===== config.mk =====
export PLATFORM = sky130hd
export DESIGN_NAME = phy_rx_deser_flat
export DESIGN_NICKNAME = d
export VERILOG_FILES = /design/src/rtl/phy_rx_deser_pkg.sv /design/src/rtl/phy_rx_deser_if.sv /design/src/rtl/phy_rx_comma_det.sv /design/src/rtl/phy_rx_deser.sv /design/src/flat_wrapper.sv
export SDC_FILE = /design/constraint.sdc
export NUM_CORES = 1
export LEC_CHECK = 0
export BUFFER_PORTS_ARGS = -buffer_cell sky130_fd_sc_hd__buf_2
export CELL_PAD_IN_SITES_DETAIL_PLACEMENT = 1
export CELL_PAD_IN_SITES_GLOBAL_PLACEMENT = 2
export CORE_AREA = 2 2 47 82
export DETAILED_ROUTE_END_ITERATION = 7
export DIE_AREA = 0 0 49 84
export PLACE_DENSITY_LB_ADDON = 0.08
export SYNTH_ARGS = -nofsm -noshare
export SYNTH_HDL_FRONTEND = slang
export SYNTH_SLANG_ARGS = --single-unit
export TNS_END_PERCENT = 30

===== constraint.sdc =====
create_clock -name clk_8f -period 4.8 [get_ports clk_8f]
set_input_delay 0.24 -clock clk_8f [delete_from_list [all_inputs] [get_ports clk_8f]]
set_output_delay 0.24 -clock clk_8f [all_outputs]
set_load 0.02 [all_outputs]

===== src/rtl/phy_rx_deser_pkg.sv =====
// Shared types and constants for the phy_rx lane receiver (phy_rx_deser and its comma detector).
package phy_rx_pkg;

    localparam int BYTE_W = 8;

    localparam logic [BYTE_W-1:0] COMMA_DEFAULT    = 8'hBC;
    localparam int                BC_COUNT_DEFAULT = 4;

    typedef enum logic [1:0] {
        INIT    = 2'd0,
        ALIGNED = 2'd1,
        ACTIVE  = 2'd2
    } rx_state_e;

endpackage


===== src/rtl/phy_rx_deser_if.sv =====
// Lane-side bundle of phy_rx_deser: serial input from phy_tx and the parallel byte outputs.
interface phy_rx_deser_if;
    import phy_rx_pkg::*;

    logic              serial_in;
    logic [BYTE_W-1:0] data_out;
    logic              valid_out;
    logic              byte_stb;
    logic              active;

    modport master (
        output serial_in,
        input  data_out,
        input  valid_out,
        input  byte_stb,
        input  active
    );

    modport slave (
        input  serial_in,
        output data_out,
        output valid_out,
        output byte_stb,
        output active
    );

endinterface


===== src/rtl/phy_rx_comma_det.sv =====
// Serial shift register with a combinational look-ahead window (nxt) and comma match on that window.
module phy_rx_comma_det
    import phy_rx_pkg::*;
#(
    parameter logic [BYTE_W-1:0] COMMA = COMMA_DEFAULT
) (
    input  logic              clk_8f,
    input  logic              reset_L,
    input  logic              serial_in,
    output logic [BYTE_W-1:0] nxt,
    output logic              comma_hit
);

    logic [BYTE_W-1:0] shift_q;

    // The window includes the bit being sampled now, so a byte is judged on its LSB edge.
    assign nxt       = {shift_q[BYTE_W-2:0], serial_in};
    assign comma_hit = (nxt == COMMA);

    always_ff @(posedge clk_8f) begin
        if (!reset_L) begin
            shift_q <= '0;
        end else begin
            shift_q <= nxt;
        end
    end

endmodule


===== src/rtl/phy_rx_deser.sv =====
// phy_rx_deser: single-lane receiver that locks onto idle commas, then emits non-comma bytes.
// Define PHY_RX_DESER_RELOCK_EN to drop lock when commas repeatedly arrive off the byte boundary.
module phy_rx_deser
    import phy_rx_pkg::*;
#(
    parameter logic [BYTE_W-1:0] COMMA    = COMMA_DEFAULT,
    parameter int                BC_COUNT = BC_COUNT_DEFAULT
) (
    input logic           clk_8f,
    input logic           reset_L,
    phy_rx_deser_if.slave bus
);

    localparam logic [3:0] BC_LAST = 4'(BC_COUNT - 1);

    rx_state_e         state;
    rx_state_e         state_d;
    logic [2:0]        bit_cnt;
    logic [2:0]        bit_cnt_d;
    logic [3:0]        comma_cnt;
    logic [3:0]        comma_cnt_d;
    logic [BYTE_W-1:0] data_q;
    logic [BYTE_W-1:0] data_d;
    logic              valid_q;
    logic              valid_d;
    logic              stb_q;
    logic              stb_d;
    logic              active_q;
    logic              active_d;

    logic [BYTE_W-1:0] nxt;
    logic              comma_hit;
    logic              boundary;
    logic              last_comma;
    logic              relock_drop;

    phy_rx_comma_det #(
        .COMMA (COMMA)
    ) u_comma_det (
        .clk_8f    (clk_8f),
        .reset_L   (reset_L),
        .serial_in (bus.serial_in),
        .nxt       (nxt),
        .comma_hit (comma_hit)
    );

    assign boundary   = (bit_cnt == 3'd7);
    assign last_comma = (comma_cnt == BC_LAST);

`ifdef PHY_RX_DESER_RELOCK_EN
    logic       mis_flag;
    logic       mis_flag_d;
    logic [2:0] mis_off;
    logic [2:0] mis_off_d;

    // A second off-boundary comma at the same bit offset means the stream has slipped.
    assign relock_drop = (state == ACTIVE) && !boundary && comma_hit &&
                         mis_flag && (mis_off == bit_cnt);

    always_comb begin
        mis_flag_d = mis_flag;
        mis_off_d  = mis_off;
        if (state == ACTIVE) begin
            if (boundary) begin
                if (comma_hit) begin
                    mis_flag_d = 1'b0;
                end
            end else if (comma_hit) begin
                mis_flag_d = !relock_drop;
                mis_off_d  = bit_cnt;
            end else if (mis_flag && (mis_off == bit_cnt)) begin
                // Expected repeat 8 cycles later did not arrive; forget the candidate.
                mis_flag_d = 1'b0;
            end
        end
    end

    always_ff @(posedge clk_8f) begin
        if (!reset_L) begin
            mis_flag <= 1'b0;
            mis_off  <= '0;
        end else begin
            mis_flag <= mis_flag_d;
            mis_off  <= mis_off_d;
        end
    end
`else
    assign relock_drop = 1'b0;
`endif

    always_ff @(posedge clk_8f) begin
        if (!reset_L) begin
            state     <= INIT;
            bit_cnt   <= '0;
            comma_cnt <= '0;
            data_q    <= '0;
            valid_q   <= 1'b0;
            stb_q     <= 1'b0;
            active_q  <= 1'b0;
        end else begin
            state     <= state_d;
            bit_cnt   <= bit_cnt_d;
            comma_cnt <= comma_cnt_d;
            data_q    <= data_d;
            valid_q   <= valid_d;
            stb_q     <= stb_d;
            active_q  <= active_d;
        end
    end

    always_comb begin
        state_d = state;
        unique case (state)
            INIT: begin
                if (comma_hit) begin
                    state_d = ALIGNED;
                end
            end
            ALIGNED: begin
                if (boundary) begin
                    if (!comma_hit) begin
                        state_d = INIT;
                    end else if (last_comma) begin
                        state_d = ACTIVE;
                    end
                end
            end
            ACTIVE: begin
                if (relock_drop) begin
                    state_d = INIT;
                end
            end
            default: state_d = INIT;
        endcase
    end

    always_comb begin
        bit_cnt_d   = bit_cnt + 3'd1;
        comma_cnt_d = comma_cnt;
        data_d      = data_q;
        valid_d     = valid_q;
        stb_d       = 1'b0;
        active_d    = active_q;
        unique case (state)
            INIT: begin
                // First comma fixes the byte phase; bit_cnt restarts on the following bit.
                if (comma_hit) begin
                    bit_cnt_d   = '0;
                    comma_cnt_d = 4'd1;
                    stb_d       = 1'b1;
                end
            end
            ALIGNED: begin
                if (boundary) begin
                    if (comma_hit) begin
                        stb_d       = 1'b1;
                        comma_cnt_d = comma_cnt + 4'd1;
                        if (last_comma) begin
                            active_d = 1'b1;
                        end
                    end else begin
                        comma_cnt_d = '0;
                    end
                end
            end
            ACTIVE: begin
                if (boundary) begin
                    stb_d = 1'b1;
                    if (comma_hit) begin
                        valid_d = 1'b0;
                    end else begin
                        data_d  = nxt;
                        valid_d = 1'b1;
                    end
                end else if (relock_drop) begin
                    active_d    = 1'b0;
                    valid_d     = 1'b0;
                    comma_cnt_d = '0;
                end
            end
            default: begin
                comma_cnt_d = '0;
                active_d    = 1'b0;
                valid_d     = 1'b0;
            end
        endcase
    end

    assign bus.data_out  = data_q;
    assign bus.valid_out = valid_q;
    assign bus.byte_stb  = stb_q;
    assign bus.active    = active_q;

endmodule


===== src/flat_wrapper.sv =====
// flat-port wrapper written by rule: the top's interface ports become plain ports
module phy_rx_deser_flat import phy_rx_pkg::*;
#(
    parameter logic [BYTE_W-1:0] COMMA    = COMMA_DEFAULT,
    parameter int                BC_COUNT = BC_COUNT_DEFAULT
)
  (clk_8f, reset_L, bus_serial_in, bus_data_out, bus_valid_out, bus_byte_stb, bus_active);
  phy_rx_deser_if bus_i ();
  input logic clk_8f;
  input logic reset_L;
  input wire logic [$bits(bus_i.serial_in)-1:0] bus_serial_in;
  output wire logic [$bits(bus_i.data_out)-1:0] bus_data_out;
  output wire logic [$bits(bus_i.valid_out)-1:0] bus_valid_out;
  output wire logic [$bits(bus_i.byte_stb)-1:0] bus_byte_stb;
  output wire logic [$bits(bus_i.active)-1:0] bus_active;
  assign bus_i.serial_in = bus_serial_in;
  assign bus_data_out = bus_i.data_out;
  assign bus_valid_out = bus_i.valid_out;
  assign bus_byte_stb = bus_i.byte_stb;
  assign bus_active = bus_i.active;
  phy_rx_deser #(.COMMA(COMMA), .BC_COUNT(BC_COUNT)) u_core (.clk_8f(clk_8f), .reset_L(reset_L), .bus(bus_i));
endmodule

==> results.yml <==
cts:
  cts_resized: 0
  clk_pin_slew_worst_paths_ps: 100
  cts_hold_buffers: 0
  numCtsBuffers: 3
  htree_levels: 1
  cts_setup_buffers: 0
  clock-sinks: 27
  clock_latency_ps: 280
  cts.path.max_buffers: 2
  clockRootBuffer: "clkbuf_8"
  tritoncts: "built"
worst_setup_path:
  crit_slowest_cell: "a211oi_4"
  r2r_start: "u_core.bit_cnt[0]$_SDFF_PN0_"
  worstSetupPathType: "flop to flop"
  critPathTopFamily: "compound AO/OA/AOI/OAI gates"
  worstPathArrival_ps: 2160
  crit_top_cell: "ha_1"
  start_kind: "flop"
  crit_fanout: 8
  endpoint_kind: "flop"
  cp_data_required_time_ps: 4960
  path_buf_inv: 0
  slowest_delay_ps: 590
  cp_cell_sequence: "ha_1 -> ha_1 -> nand2_1 -> a211oi_4 -> mux2i_1 -> nor2_1"
  critPathLaunch: "u_core.bit_cnt[0]$_SDFF_PN0_"
yosys:
  synth_warnings: 0
  syn-num-nets: 124
  ys_ff_latch: 27
  synth-main-ff-cell: "dfxtp_1"
  yosys.area.top_type: "dfxtp_1"
  synthDistinctLibCells: 38
  synthCells: 118
  ys_seq_area_frac: 0.4610
  netlist_area_um2: 1172
  syn_avg_cell_area_um2: 9.935
  async_flop_share: 0
  synth_edf_count: 0
  synth.area.top_cells: "dfxtp_1, mux2i_1, and2_1, nor2_1, ha_1"
  synth_top_cell_area_share: 0.4610
cells_and_area:
  final_util: 0.3704
  fin_area_um2: 1304
  drive_gt1_frac: 0.1563
  multi_input_area_um2: 579.3
  fillCellCount: 442
  area_delta_synth_final_pct: 11.21
  seq_area_um2: 540.5
  nets: 135
  diodes: 0
detailed_routing:
  wire_per_inst_um: 15.97
  postRouteAntennaNets: 0
  viasPerCell: 5.161
  postRouteWirelength_um: 2778
  drc: 0
  firstDrtPassIters: 3
  drtIter0Drc: 10
  dr_total_vias: 898
floorplanning:
  start_util: 0.3331
  die_y_um: 84
  rows: 29
  die_w_um: 49
  die_area_um2: 4116
  io_pins: 14
  core_area_um2: 3520
sta:
  final.min_clock_period_ps: 1993
  hold_ws_ps: 187.3
  hold_violations: 0
  slew_headroom: 0.5904
  worst_slew_pin_slew_ps: 612.4
  setup_viol: 0
  fmax_ghz: 0.5018
  drv_slew: 0
  setup_tns_ps: 0
  grt_setup_unrepaired: "no"
  finClkSkew_ps: 5.984
  fin_crit_sh: 0.4152
pwr:
  powerDensity_nw_per_um2: 303.9
  vdd.ir_drop.worst_v: 0.0001808
  total_power_w: 0.0003962
  cellLeakagePower_nw: 0.5234
hold_path:
  min_path_type: "input port to flop"
  min_from: "bus_serial_in"
placement:
  port_buffers: 13
  hpwlAfterDp_um: 2061
  post_dp_cell_area_um2: 1257
  gp_congestion: 0.6903
outcome:
  status: "completed"
global_route:
  grt_max_degree: 16
  grtUsageTotal: 0.1474
  grt_pass1_wl_um: 4602
  overflow: 0
  antenna_found_initial: 0
  grt_pass1_vias: 940
flow_run:
  cap_violations: 0
where the power goes:
| part | total, W | leakage, nW | switching [W] | internal [W] |
|---|---|---|---|---|
| registers | 0.000236 | 0.219 | 0.00000559 | 0.000231 |
| clock network | 0.000136 | 0.0255 | 0.0000779 | 0.0000584 |
| logic | 0.0000238 | 0.279 | 0.0000124 | 0.0000113 |
| total | 0.000396 | 0.523 | 0.0000959 | 0.000300 |
cells by family after synthesis:
group / after synthesis / share of synthesized area
XOR/XNOR: 1 / 0.007472
AO/OA/AOI/OAI: 25 / 0.1772
adder cells (fa/ha/maj): 3 / 0.03202
AND/OR/NAND/NOR: 41 / 0.1921
flip-flops: 27 / 0.4610
multiplexers: 10 / 0.08538
buffers and inverters: 11 / 0.04482
placed cells by master, fill, tap and decap left out, drive strengths merged, types with 2 or more instances in the layout:
master	synthesis	layout
nor3	2	2
nand3	3	3
nor3b	2	2
a31oi	3	3
o211a	2	2
a22oi	2	2
nor2	13	13
a32o	2	2
nand2	3	3
clkbuf	4	3
dfxtp	27	27
mux2i	10	10
nor2b	4	4
o221a	2	2
a21oi	4	4
buf	3	13
a211oi	3	3
inv	4	4
and2	8	8
ha	3	3
Yosys cell counts, drive strengths merged, types with 2 or more instances:
master	n
dfxtp	27
nor2	13
mux2i	10
and2	8
a21oi	4
clkbuf	4
inv	4
nor2b	4
a211oi	3
a31oi	3
buf	3
ha	3
nand2	3
nand3	3
a22oi	2
a32o	2
nor3	2
nor3b	2
o211a	2
o221a	2
flip-flops by register name, indices dropped and copies added, names as in the netlist:
| name | count |
|---|---|
| u_core.bit_cnt | 3 |
| u_core.bus.data_out | 8 |
| u_core.comma_cnt | 4 |
| u_core.bus.valid_out | 1 |
| u_core.u_comma_det.shift_q | 7 |
| u_core.bus.active | 1 |
| u_core.state | 2 |
| u_core.bus.byte_stb | 1 |
metrics by stage:
step / instances / setup slack, ps
after floorplan: 118 / 3091
after global placement: 170 / 2856
after detailed placement: 170 / 2800
after CTS: 174 / 2786
after global routing: 174 / 2612
final: 174 / 2807
area by class of cell:
class                           instances  share of cell area
Tap cell                               46             0.04415
Inverter                                4             0.01152
Clock buffer                            3             0.03167
Timing Repair Buffer                   13             0.04990
Clock inverter                          1            0.003839
Multi-Input combinational cell         80              0.4443
Sequential cell                        27              0.4146
final timing paths:
path,endpoint,slack [ps],depth (start not counted)
setup / recovery,u_core.bus.data_out[6]$_SDFFE_PN0P_,2810,6
hold / removal,u_core.u_comma_det.shift_q[0]$_SDFF_PN0_,190,2
setup reg to reg,u_core.bus.data_out[6]$_SDFFE_PN0P_,2810,6
hold reg to reg,u_core.bit_cnt[0]$_SDFF_PN0_,430,1
routing by layer:
metal,GRT usage,vias to the layer above,part of all wire
met5,0,-,0
met4,0.06234,0,0.019
met3,0.02688,5,0.019
met2,0.2715,8,0.57
met1,0.1598,443,0.39
li1,-,442,-
No activity file was read; power rests on OpenSTA's default activity.
